===== config.mk =====
export PLATFORM = sky130hd
export DESIGN_NAME = multicycle_controller
export DESIGN_NICKNAME = d
export VERILOG_FILES = /design/src/rtl/rv_ctrl_pkg.sv /design/src/rtl/alu_decoder.sv /design/src/rtl/multicycle_controller.sv
export SDC_FILE = /design/constraint.sdc
export NUM_CORES = 1
export LEC_CHECK = 0
export BUFFER_PORTS_ARGS = -buffer_cell sky130_fd_sc_hd__buf_4
export CORE_MARGIN = 5
export CORE_UTILIZATION = 45
export CTS_CLUSTER_SIZE = 16
export DETAILED_ROUTE_END_ITERATION = 7
export GPL_TIMING_DRIVEN = 1
export PLACE_DENSITY = 0.79
export SYNTH_ARGS = -nofsm -noshare
export SYNTH_HDL_FRONTEND = slang
export SYNTH_SLANG_ARGS = --single-unit
export TNS_END_PERCENT = 1

===== constraint.sdc =====
create_clock -name clk -period 2.1 [get_ports clk]
set_clock_uncertainty 0.05 [all_clocks]
set_input_delay 0.105 -clock clk [delete_from_list [all_inputs] [get_ports clk]]
set_output_delay 0.105 -clock clk [all_outputs]
set_load 0.1 [all_outputs]

===== src/rtl/rv_ctrl_pkg.sv =====
`default_nettype none
// ============================================================================
// Module   : rv_ctrl_pkg
// Purpose  : Shared encodings for the multi-cycle RV32I control path:
//            opcodes, FSM states, and datapath select codes.
// Revision : 1.0  initial release
// ============================================================================
package rv_ctrl_pkg;

  // RV32I opcodes recognised by the controller
  localparam logic [6:0] OP_LOAD  = 7'b0000011;
  localparam logic [6:0] OP_STORE = 7'b0100011;
  localparam logic [6:0] OP_RTYPE = 7'b0110011;
  localparam logic [6:0] OP_ITYPE = 7'b0010011;
  localparam logic [6:0] OP_BRANCH = 7'b1100011;
  localparam logic [6:0] OP_JAL   = 7'b1101111;
  localparam logic [6:0] OP_JALR  = 7'b1100111;
  localparam logic [6:0] OP_LUI   = 7'b0110111;

  // Controller states
  typedef enum logic [3:0] {
    S_FETCH    = 4'd0,
    S_DECODE   = 4'd1,
    S_MEMADR   = 4'd2,
    S_MEMREAD  = 4'd3,
    S_MEMWB    = 4'd4,
    S_MEMWRITE = 4'd5,
    S_EXEC_R   = 4'd6,
    S_EXEC_I   = 4'd7,
    S_ALUWB    = 4'd8,
    S_BRANCH   = 4'd9,
    S_JAL      = 4'd10,
    S_JALR     = 4'd11,
    S_JALR_PC  = 4'd12,
    S_LUI      = 4'd13
  } state_e;

  // Immediate-format select, shared with the immediate extender
  localparam logic [2:0] IMM_I = 3'b000;
  localparam logic [2:0] IMM_S = 3'b001;
  localparam logic [2:0] IMM_J = 3'b010;
  localparam logic [2:0] IMM_B = 3'b011;
  localparam logic [2:0] IMM_U = 3'b100;

  // ALU operation select
  localparam logic [2:0] ALU_ADD = 3'b000;
  localparam logic [2:0] ALU_SUB = 3'b001;
  localparam logic [2:0] ALU_AND = 3'b010;
  localparam logic [2:0] ALU_OR  = 3'b011;
  localparam logic [2:0] ALU_XOR = 3'b100;
  localparam logic [2:0] ALU_SLT = 3'b101;

  // Result mux select
  localparam logic [1:0] RES_ALUOUT = 2'b00;
  localparam logic [1:0] RES_MEMDATA = 2'b01;
  localparam logic [1:0] RES_ALURES = 2'b10;
  localparam logic [1:0] RES_IMMEXT = 2'b11;

  // ALU operand A select
  localparam logic [1:0] SRCA_PC    = 2'b00;
  localparam logic [1:0] SRCA_OLDPC = 2'b01;
  localparam logic [1:0] SRCA_RS1   = 2'b10;

  // ALU operand B select
  localparam logic [1:0] SRCB_RS2  = 2'b00;
  localparam logic [1:0] SRCB_IMM  = 2'b01;
  localparam logic [1:0] SRCB_FOUR = 2'b10;

endpackage : rv_ctrl_pkg
`default_nettype wire


===== src/rtl/alu_decoder.sv =====
`default_nettype none
// ============================================================================
// Module   : alu_decoder
// Purpose  : Combinational funct3/funct7 decode to ALU operation for
//            R-type and I-type ALU instructions; flags unsupported funct3.
// Revision : 1.0  initial release
// ============================================================================
module alu_decoder
  import rv_ctrl_pkg::*;
(
  input  logic [6:0] op_i,
  input  logic [2:0] funct3_i,
  input  logic       funct7_5_i,
  output logic [2:0] alu_control_o,
  output logic       bad_funct_o
);

  logic is_rtype;

  // funct7_5 only selects sub for register-register ops; addi ignores it
  assign is_rtype = (op_i == OP_RTYPE);

  // Map funct3 to ALU operation; unsupported codes fall back to add
  always_comb begin
    alu_control_o = ALU_ADD;
    bad_funct_o   = 1'b0;
    case (funct3_i)
      3'b000:  alu_control_o = (is_rtype && funct7_5_i) ? ALU_SUB : ALU_ADD;
      3'b111:  alu_control_o = ALU_AND;
      3'b110:  alu_control_o = ALU_OR;
      3'b100:  alu_control_o = ALU_XOR;
      3'b010:  alu_control_o = ALU_SLT;
      default: bad_funct_o   = 1'b1;
    endcase
  end

endmodule : alu_decoder
`default_nettype wire


===== src/rtl/multicycle_controller.sv =====
`default_nettype none
// ============================================================================
// Module   : multicycle_controller
// Purpose  : Control FSM for the multi-cycle RV32I core. Sequences fetch,
//            decode, execute, memory and writeback over a shared datapath.
// Revision : 1.0  initial release
// ============================================================================
module multicycle_controller
  import rv_ctrl_pkg::*;
(
  input  logic       clk,
  input  logic       rst,
  input  logic [6:0] op,
  input  logic [2:0] funct3,
  input  logic       funct7_5,
  input  logic       zero,
  input  logic       neg,
  output logic       pc_write,
  output logic       adr_src,
  output logic       mem_write,
  output logic       ir_write,
  output logic [1:0] result_src,
  output logic [2:0] alu_control,
  output logic [1:0] alu_src_a,
  output logic [1:0] alu_src_b,
  output logic [2:0] imm_src,
  output logic       reg_write,
  output logic       illegal
);

  state_e     state_q, state_d;
  logic [2:0] dec_alu_control;
  logic       dec_bad_funct;
  logic       branch_taken;
  logic       branch_bad;

  // Ungated enables; reset forces them low at the output stage
  logic       pc_write_raw;
  logic       mem_write_raw;
  logic       ir_write_raw;
  logic       reg_write_raw;
  logic       illegal_raw;

  alu_decoder u_alu_decoder (
    .op_i          (op),
    .funct3_i      (funct3),
    .funct7_5_i    (funct7_5),
    .alu_control_o (dec_alu_control),
    .bad_funct_o   (dec_bad_funct)
  );

  // Branch condition from funct3 and the ALU flags of rs1 - rs2
  always_comb begin
    branch_taken = 1'b0;
    branch_bad   = 1'b0;
    case (funct3)
      3'b000:  branch_taken = zero;
      3'b001:  branch_taken = ~zero;
      3'b100:  branch_taken = neg;
      3'b101:  branch_taken = ~neg;
      default: branch_bad   = 1'b1;
    endcase
  end

  // State register; reset abandons any in-flight instruction
  always_ff @(posedge clk) begin
    if (!rst) state_q <= S_FETCH;
    else      state_q <= state_d;
  end

  // Next-state and Moore/Mealy datapath controls
  always_comb begin
    state_d       = state_q;
    pc_write_raw  = 1'b0;
    adr_src       = 1'b0;
    mem_write_raw = 1'b0;
    ir_write_raw  = 1'b0;
    result_src    = RES_ALUOUT;
    alu_control   = ALU_ADD;
    alu_src_a     = SRCA_PC;
    alu_src_b     = SRCB_RS2;
    imm_src       = IMM_I;
    reg_write_raw = 1'b0;
    illegal_raw   = 1'b0;

    case (state_q)
      S_FETCH: begin
        ir_write_raw = 1'b1;
        pc_write_raw = 1'b1;
        alu_src_a    = SRCA_PC;
        alu_src_b    = SRCB_FOUR;
        result_src   = RES_ALURES;
        state_d      = S_DECODE;
      end
      S_DECODE: begin
        // Precompute OldPC + imm so branch/jal targets sit in ALUOut
        alu_src_a = SRCA_OLDPC;
        alu_src_b = SRCB_IMM;
        imm_src   = (op == OP_JAL) ? IMM_J : IMM_B;
        case (op)
          OP_LOAD, OP_STORE: state_d = S_MEMADR;
          OP_RTYPE:          state_d = S_EXEC_R;
          OP_ITYPE:          state_d = S_EXEC_I;
          OP_BRANCH:         state_d = S_BRANCH;
          OP_JAL:            state_d = S_JAL;
          OP_JALR:           state_d = S_JALR;
          OP_LUI:            state_d = S_LUI;
          default: begin
            illegal_raw = 1'b1;
            state_d     = S_FETCH;
          end
        endcase
      end
      S_MEMADR: begin
        alu_src_a = SRCA_RS1;
        alu_src_b = SRCB_IMM;
        imm_src   = (op == OP_LOAD) ? IMM_I : IMM_S;
        state_d   = (op == OP_LOAD) ? S_MEMREAD : S_MEMWRITE;
      end
      S_MEMREAD: begin
        adr_src    = 1'b1;
        result_src = RES_ALUOUT;
        state_d    = S_MEMWB;
      end
      S_MEMWB: begin
        result_src    = RES_MEMDATA;
        reg_write_raw = 1'b1;
        state_d       = S_FETCH;
      end
      S_MEMWRITE: begin
        adr_src       = 1'b1;
        result_src    = RES_ALUOUT;
        mem_write_raw = 1'b1;
        state_d       = S_FETCH;
      end
      S_EXEC_R: begin
        alu_src_a   = SRCA_RS1;
        alu_src_b   = SRCB_RS2;
        alu_control = dec_alu_control;
        illegal_raw = dec_bad_funct;
        state_d     = S_ALUWB;
      end
      S_EXEC_I: begin
        alu_src_a   = SRCA_RS1;
        alu_src_b   = SRCB_IMM;
        imm_src     = IMM_I;
        alu_control = dec_alu_control;
        illegal_raw = dec_bad_funct;
        state_d     = S_ALUWB;
      end
      S_ALUWB: begin
        result_src    = RES_ALUOUT;
        reg_write_raw = 1'b1;
        state_d       = S_FETCH;
      end
      S_BRANCH: begin
        // ALUOut still holds the target computed in DECODE
        alu_src_a    = SRCA_RS1;
        alu_src_b    = SRCB_RS2;
        alu_control  = ALU_SUB;
        result_src   = RES_ALUOUT;
        pc_write_raw = branch_taken;
        illegal_raw  = branch_bad;
        state_d      = S_FETCH;
      end
      S_JAL: begin
        // Jump to ALUOut while computing the link value OldPC + 4
        pc_write_raw = 1'b1;
        result_src   = RES_ALUOUT;
        alu_src_a    = SRCA_OLDPC;
        alu_src_b    = SRCB_FOUR;
        state_d      = S_ALUWB;
      end
      S_JALR: begin
        alu_src_a = SRCA_RS1;
        alu_src_b = SRCB_IMM;
        imm_src   = IMM_I;
        state_d   = S_JALR_PC;
      end
      S_JALR_PC: begin
        pc_write_raw = 1'b1;
        result_src   = RES_ALUOUT;
        alu_src_a    = SRCA_OLDPC;
        alu_src_b    = SRCB_FOUR;
        state_d      = S_ALUWB;
      end
      S_LUI: begin
        imm_src       = IMM_U;
        result_src    = RES_IMMEXT;
        reg_write_raw = 1'b1;
        state_d       = S_FETCH;
      end
      default: state_d = S_FETCH;
    endcase
  end

  // Architectural side effects are suppressed for as long as reset is held
  assign pc_write  = rst & pc_write_raw;
  assign mem_write = rst & mem_write_raw;
  assign ir_write  = rst & ir_write_raw;
  assign reg_write = rst & reg_write_raw;
  assign illegal   = rst & illegal_raw;

endmodule : multicycle_controller
`default_nettype wire


# [Word level (Yosys, flattened, before mapping)]
# Cells that the tools add are included.
# Widths: inputs -> output; s select.
[word_totals] ff_bits=4 ram_bits=0 output_inout_bits=18 in_bits=15 mem_count=0 elab_cells=72 latch_bits=0 romBits=0
[classes] div=0 n_mul=0 addsub=0 n_bitwise=7 muxes=22 n_reduce_logical=15 magnitude_cmp=0 eq_ne=27 n_shift=0
[op_table] cell="$pmux 4 s7" count=1
[op_table] cell="$eq 4x4->1 const B" count=6
[op_table] cell="$pmux 4 s6" count=1
[op_table] cell="$eq 7x6->1 const B" count=3
[op_table] cell="$eq 7x7->1 const B" count=3
[op_table] cell="$eq 4x3->1 const B" count=4
[op_table] cell="$pmux 3 s5" count=1
[op_table] cell="$eq 3x3->1 const B" count=4
[op_table] cell="$reduce_or 4->1" count=3
[op_table] cell="$mux 1" count=10
[op_table] cell="$reduce_or 5->1" count=2
[op_table] cell="$pmux 3 s3" count=1
[op_table] cell="$reduce_or 3->1" count=3
[op_table] cell="$eq 4x2->1 const B" count=2
[op_table] cell="$pmux 2 s2" count=2
[op_table] cell="$reduce_or 8->1" count=1
[op_table] cell="$eq 7x2->1 const B" count=1
[op_table] cell="$eq 7x5->1 const B" count=1
[op_table] cell="$pmux 2 s3" count=1
[op_table] cell="$pmux 3 s2" count=1
[op_table] cell="$reduce_or 2->1" count=3
[op_table] cell="$and 1x1->1" count=5
[op_table] cell="$eq 4x1->1 const B" count=1
[op_table] cell="$logic_not 4->1" count=1
[op_table] cell="9 further kinds" count=10

# [Longest topological paths before layout]
# Gate-level depths: netlist of run 1.
[depth] depth_word=5 mapped_depth=5 mapped_depth_nobuf=5

# [Hierarchy]
# Synthesis of run 1 repeated with hierarchy kept, for this count alone.
[unflattened] hier_cells=104 hier_area_um2=704.4
[by_module_without_submodules] module="multicycle_controller" seq_area_each_um2=80.1 cells_each=95 n_inst=1 area_per_inst_um2=644.4
[by_module_without_submodules] module="alu_decoder" seq_area_each_um2=0.0 cells_each=9 n_inst=1 area_per_inst_um2=60.1

# [Worst setup path before layout of run 1]
# OpenSTA, ideal clock, no wires.
[synth_timing] kind="flip-flop to output port" from="register state_q[2]" to="output pc_write" stages_incl_launch_ff=6 path_slack_ps=-1404 t_arrival_ps=3349 required_ps=1945 path_buffers=1 path_cell_list="dfxtp_1 > clkbuf_1 > xor2_1 > nand2_1 > a21oi_1 > o21a_1"
[synth_between] elab_chain_len=4 word_cells_on_any_way=7 classes_between="eq/ne (3); mux (1); bitwise (1); reduce/logical (2)"
[synth_rtl] item="start, declared" line="multicycle_controller.sv:31" rtl="state_e state_q, state_d;"
[synth_rtl] item="start signal, assigned" line="multicycle_controller.sv:68" rtl="else state_q <= state_d;"
[synth_rtl] item="$eq 4x4->1 or $logic_not 4->1 (tied branches)" line="multicycle_controller.sv:86" rtl="case (state_q)"
[synth_rtl] item="$reduce_or 3->1 (no line)"
[synth_rtl] item="$pmux 1 s2 *" line="multicycle_controller.sv:86"
[synth_rtl] item="$and 1x1->1 *" line="multicycle_controller.sv:198" rtl="assign pc_write = rst & pc_write_raw;"
[synth_rtl] item="end, declared" line="multicycle_controller.sv:18" rtl="output logic pc_write,"
# Every way passes the cells marked *; elsewhere a longest branch is shown, timed or not.

# [Final worst setup path of run 1]
[layout_timing] from="register state_q[3]" to="output illegal"
[layout_between] elab_chain_len=4 word_cells_on_any_way=7 classes_between="eq/ne (4); mux (1); bitwise (1); reduce/logical (1)"
[layout_rtl] item="$eq 4x3->1" line="multicycle_controller.sv:86"
[layout_rtl] item="$reduce_or 2->1 (no line)"
[layout_rtl] item="$pmux 1 s3 *" line="multicycle_controller.sv:86"
[layout_rtl] item="$and 1x1->1 *" line="multicycle_controller.sv:202" rtl="assign illegal = rst & illegal_raw;"
[layout_rtl] item="end, declared" line="multicycle_controller.sv:28" rtl="output logic illegal"
# Marked as above.

==> results of run 1 <==
## how the worst max path moves through the flow
stage                    endpoint  slack, ns  cells past startpoint  startpoint
detailed placement        illegal       0.27                      4  state_q[3]
finish                    illegal       0.15                      4  state_q[3]
global route            reg_write       0.02                      6  state_q[2]
floorplan           result_src[1]      -0.40                      3  state_q[0]
global placement          illegal       0.31                      4  state_q[3]
CTS                       illegal       0.02                      4  state_q[3]
## layer usage
| metal | routed length (um) | up-vias |
|---|---|---|
| met2 | 957 | 35 |
| met4 | 17 | 0 |
| met5 | 0 | - |
| li1 | - | 442 |
| met1 | 877 | 389 |
| met3 | 158 | 2 |
## layout make-up
cell class,instances,area [um^2],share of cell area [%]
Sequential cell,4,80.08,8.091
Inverter,6,22.52,2.276
Clock buffer,3,22.52,2.276
Tap cell,15,18.77,1.896
Multi-Input combinational cell,85,571.8,57.77
Timing Repair Buffer,36,274.0,27.69
## where the power goes
| part | internal (mW) | leakage [nW] | switching (mW) | total (mW) |
|---|---|---|---|---|
| clock network | 0.0637 | 0.0138 | 0.0274 | 0.0910 |
| logic | 0.0714 | 0.420 | 0.176 | 0.247 |
| registers | 0.0784 | 0.0326 | 0.00119 | 0.0796 |
| total | 0.213 | 0.466 | 0.205 | 0.418 |
## synth_stat cells, types with 2 or more instances
cell | n | area share [%]
a22o_1 | 2 | 2.6
o21bai_1 | 2 | 2.3
nor3_1 | 7 | 5.3
o21ai_0 | 6 | 4.5
dfxtp_1 | 4 | 12
nand3_1 | 3 | 2.3
nor2_1 | 7 | 3.9
clkbuf_1 | 6 | 3.4
or3_1 | 2 | 1.9
and3_1 | 7 | 6.6
nand2_1 | 10 | 5.6
xnor2_1 | 2 | 2.6
o31ai_1 | 3 | 3.4
xor2_1 | 2 | 2.6
a21oi_1 | 4 | 3.0
o21a_1 | 2 | 2.3
o22ai_1 | 2 | 1.9
nand4_1 | 2 | 1.9
nor2b_1 | 5 | 4.7
inv_1 | 6 | 3.4
## worst max-delay path, cell delays in order (launching register included)
cell and delay (ns):
dfxtp_1 0.41, or4b_4 0.57, nor3_1 0.21, o21a_2 0.16, buf_6 0.21
## cell families (layout without fill, tap and decap cells)
kind of cell | after synthesis | count (layout) | share of synthesized area (%)
xor+xnor | 4 | 4 | 5.254
flops | 4 | 4 | 12.01
mux | 1 | 1 | 1.501
buf+inv | 13 | 45 | 8.442
compound gates | 29 | 29 | 30.02
simple gates | 51 | 51 | 42.78
## metrics by stage
step                instances  setup TNS [ns]  instance area, um^2
floorplan                 102          -1.583                704.4
global placement          146               0                959.7
detailed placement        146               0                959.7
CTS                       149               0                982.2
global route              149               0                989.7
finish                    149               0                989.7
==> key figures, run 1 <==
Finish
  • Layout area overhead: 48.41%
  • # diodes: 0
  • Fill cell count: 128
  • Layout net count: 151
  • Post-layout util: 73.31%
  • Most frequent cells in the layout: 35 x buf_4, 10 x nand2_1, 7 x nor2_1, 7 x and3_1, 6 x inv_1
  • Max FFs per register: 4
  • Top flop regs: state_q x4
  • Commonest non-fill, non-tap cell in the layout: buf_4
  • Biggest register: state_q
  • Layout cell share with drive strength beyond 1: 38.81%

Hold path
  • WHS Path Cells: 2
  • Min-delay worst type: in -> reg
  • WHS Endpoint: state_q[3]
  • Hold path startpoint: rst

Job
  • Max Cap Viol: 0

Placement
  • Placer Congestion: 0.9126
  • Dpl ws: 0.2718 ns
  • Port bufs: 32
  • DPL Wire Length: 1629 um

Synth
  • Count of cell types in the netlist: 38
  • Post-synth EDFFs: 0
  • Top FF cell, synth: dfxtp_1
  • Number of synthesis warnings: 0
  • Seq cells post-synth: 4
  • Mean post-synth cell area: 6.538 um^2
  • Mapped Area: 666.9 um^2
  • Synth Net Count: 117
  • Mapped Cells: 102
  • Async set-reset flop share out of synthesis: 0%
  • Sequential share of the synthesized area: 12.01%

Power
  • Pwr dens: 422.4 nW/um^2
  • P_leak: 0.4659 nW
  • Final Total Pwr: 0.4180 mW
  • Max rail drop VDD: 0.2645 mV

Timing
  • Final min period: 1.953 ns
  • Worst Tran Pin Value: 0.4742 ns
  • Final-report hold violation count: 0
  • Fmax: 512.1 MHz
  • RSZ-0062 raised after global routing: no
  • Headroom to the max-slew limit: 68.12%
  • Hold_ws: 0.1292 ns
  • Crit share post-route: 92.99%
  • Slew Viols, Final: 0
  • Setup WS post-layout: 0.1473 ns
  • Final setup vio count: 0

Drt
  • Vias/cell: 5.826
  • Final WL: 2010 um
  • Vias: 868
  • Initial DRC Count: 14
  • Post-DR wirelength/cell: 13.49 um
  • Drt first pass iters: 4
  • DRC Markers: 0
  • Antenna Nets Post-Route: 0

Global route
  • Gr ovfl total: 0
  • Largest net degree at the start of global routing: 15
  • Met2 Use GR: 28.48%
  • Met1 GRT Util: 21.86%
  • Met3 Use GR: 5.199%
  • Vias in the first global route: 829
  • Total GRT Usage: 17.86%
  • Global route hottest layer: met2
  • Initial antenna violation count: 0
  • First-pass GRT wire length: 3567 um

Floorplanning
  • Core area: 1350 um^2
  • Die ar.: 2352 um^2
  • Die width: 48.50 um
  • Starting Density: 49.40%
  • I/O pin total: 33
  • Die Y: 48.50 um
  • # rows: 13

Setup path
  • Reg2reg path depth: 4
  • Crit Path Category: reg -> out
  • Startpoint Class: flop
  • Reg2Reg Capture Point: state_q[0]
  • CP Data Arrival Time: 1.80 ns
  • Worst path required time: 1.95 ns
  • Critical Path End Type: output port
  • Crit Path Max Fanout: 13
  • R2R Setup Slk: 0.44 ns
  • R2r startpoint: state_q[3]

Clocking
  • CTS tree: built
  • Setup Buffers After CTS: 0
  • Cts repair resizes: 0
  • H-tree depth: 1
  • CTS max path bufs: 2
  • Worst-path clk slew: 0.04 ns
  • Hold buffer count at cts: 0
  • Insertion delay to the later sink of the worst-skew pair: 0.23 ns
  • Num CTS Buffers: 3
  • Clk sinks: 4
  • Root Buffer: clkbuf_4

Run status
  • Status: finished clean
Note: power is estimated with default switching activity, not from simulation.
==> inputs of run 2 (changes only) <==
Settings changed: CTS_CLUSTER_SIZE 16 to 8, REMOVE_ABC_BUFFERS set to 1.
==> key figures, run 2 (synthesis results as in run 1) <==
Run status
  • Status: finished clean (unchanged)

Job
  • Max Cap Viol: 0 (unchanged)

Floorplanning
  • Starting Density: 49.40% (unchanged)
  • Die ar.: 2352 um^2 (unchanged)
  • Core area: 1350 um^2 (unchanged)
  • # rows: 13 (unchanged)
  • I/O pin total: 33 (unchanged)
  • Die width: 48.50 um (unchanged)
  • Die Y: 48.50 um (unchanged)

Drt
  • Vias/cell: 5.973 (was 5.826)
  • Final WL: 2086 um (was 2010 um)
  • Antenna Nets Post-Route: 0 (unchanged)
  • Drt first pass iters: 4 (unchanged)
  • Post-DR wirelength/cell: 14.09 um (was 13.49 um)
  • Initial DRC Count: 13 (was 14)
  • DRC Markers: 0 (unchanged)
  • Vias: 884 (was 868)

Timing
  • Fmax: 500.3 MHz (was 512.1 MHz)
  • Setup WS post-layout: 0.1011 ns (was 0.1473 ns)
  • Final min period: 1.999 ns (was 1.953 ns)
  • Final setup vio count: 0 (unchanged)
  • Crit share post-route: 95.19% (was 92.99%)
  • Headroom to the max-slew limit: 68.96% (was 68.12%)
  • Final-report hold violation count: 0 (unchanged)
  • Worst Tran Pin Value: 0.4617 ns (was 0.4742 ns)
  • Slew Viols, Final: 0 (unchanged)

Finish
  • Max FFs per register: 4 (unchanged)
  • Commonest non-fill, non-tap cell in the layout: buf_4 (unchanged)
  • Layout cell share with drive strength beyond 1: 32.33% (was 38.81%)
  • Finished Layout Cells: 148 (was 149)
  • Layout net count: 150 (was 151)
  • Most frequent cells in the layout: 34 x buf_4, 10 x nand2_1, 7 x nor2_1, 7 x nor3_1, 7 x and3_1 (was 35 x buf_4, 10 x nand2_1, 7 x nor2_1, 7 x and3_1, 6 x inv_1)
  • Layout area overhead: 41.28% (was 48.41%)
  • Fill cell count: 124 (was 128)
  • Top flop regs: state_q x4 (unchanged)
  • # diodes: 0 (unchanged)
  • Final instance area: 942.2 um^2 (was 989.7 um^2)
  • Biggest register: state_q (unchanged)

Power
  • Pwr dens: 439.3 nW/um^2 (was 422.4 nW/um^2)
  • P_leak: 0.4455 nW (was 0.4659 nW)
  • Max rail drop VDD: 0.2695 mV (was 0.2645 mV)
  • Final Total Pwr: 0.4138 mW (was 0.4180 mW)

Clocking
  • H-tree depth: 1 (unchanged)
  • CTS max path bufs: 2 (unchanged)
  • Worst-path clk slew: 0.04 ns (about the same)
  • Num CTS Buffers: 3 (unchanged)
  • Hold buffer count at cts: 0 (unchanged)
  • Clk sinks: 4 (unchanged)
  • Root Buffer: clkbuf_4 (unchanged)
  • Setup Buffers After CTS: 0 (unchanged)
  • CTS tree: built (unchanged)
  • Insertion delay to the later sink of the worst-skew pair: 0.24 ns (was 0.23 ns)

Placement
  • Dpl ws: 0.3098 ns (was 0.2718 ns)
  • Placed cell count: 145 (was 146)
  • Post-DP Area: 914.6 um^2 (was 959.7 um^2)
  • Placer Congestion: 0.9018 (was 0.9126)
  • DPL Wire Length: 1650 um (was 1629 um)
  • Port bufs: 32 (unchanged)

Setup path
  • Worst path required time: 1.95 ns (about the same)
  • CP Data Arrival Time: 1.84 ns (was 1.80 ns)
  • Crit Path Category: reg -> out (unchanged)
  • Crit Path Max Fanout: 8 (was 13)
  • Startpoint Class: flop (unchanged)
  • Critical Path End Type: output port (unchanged)

Global route
  • Total GRT Usage: 17.43% (was 17.86%)
  • Largest net degree at the start of global routing: 15 (unchanged)
  • Gr ovfl total: 0 (unchanged)
  • Initial antenna violation count: 0 (unchanged)
  • First-pass GRT wire length: 3463 um (was 3567 um)
  • Vias in the first global route: 797 (was 829)

Hold path
  • Min-delay worst type: in -> reg (unchanged)
-- run 2: through the flow --
stage          utilization (%)   TNS (ns)  hold slack (ns)
3_3_place_gp             67.75          0           0.3592
2_1_floorplan                -     -7.695           0.1876
5_1_grt                  69.79  -0.002265           0.1092
6_report                 69.79          0           0.1242
3_5_place_dp             67.75          0           0.3590
4_1_cts                  69.42          0           0.1179
-- run 2: critical path, stage by stage (launching register included) --
cell and delay (ns):
dfxtp_1 0.42, or4b_1 0.57, nor3_1 0.23, o21a_1 0.17
buf_6 0.22
-- run 2: layout make-up --
cell class / instances / area [um^2] / share of cell area (%)
multi-input cells: 85 / 530.5 / 56.31
well taps: 15 / 18.77 / 1.992
inverters: 6 / 22.52 / 2.390
flip-flops and latches: 4 / 81.33 / 8.632
repair buffers: 35 / 266.5 / 28.29
clock buffers: 3 / 22.52 / 2.390
-- run 2: timing repair --
action                                  CTS  global route
endpoints found under the setup margin    0             2
resized for setup                         0             2
endpoints found under the hold margin     0             0
-- run 2: worst paths after layout --
path	from	endpoint	slack, ns	cells past startpoint
setup / recovery	state_q[0]	illegal	0.10	4
hold / removal	rst	state_q[3]	0.12	2
setup reg to reg	state_q[0]	state_q[0]	0.49	3
hold reg to reg	state_q[1]	state_q[2]	0.64	3
-- run 2: layer usage --
metal | track usage (%) | routed length, um | up-vias
met4 | 9.417 | 42 | 0
met2 | 30.43 | 1022 | 39
met3 | 3.364 | 131 | 4
met1 | 19.49 | 889 | 403
met5 | 0 | 0 | -
li1 | - | - | 438
-- run 2: power by group --
part	total [mW]	switching (mW)	internal, mW	leakage (nW)
registers	0.0814	0.00303	0.0784	0.0331
logic	0.238	0.172	0.0656	0.399
clock network	0.0948	0.0310	0.0639	0.0138
total	0.414	0.206	0.208	0.446
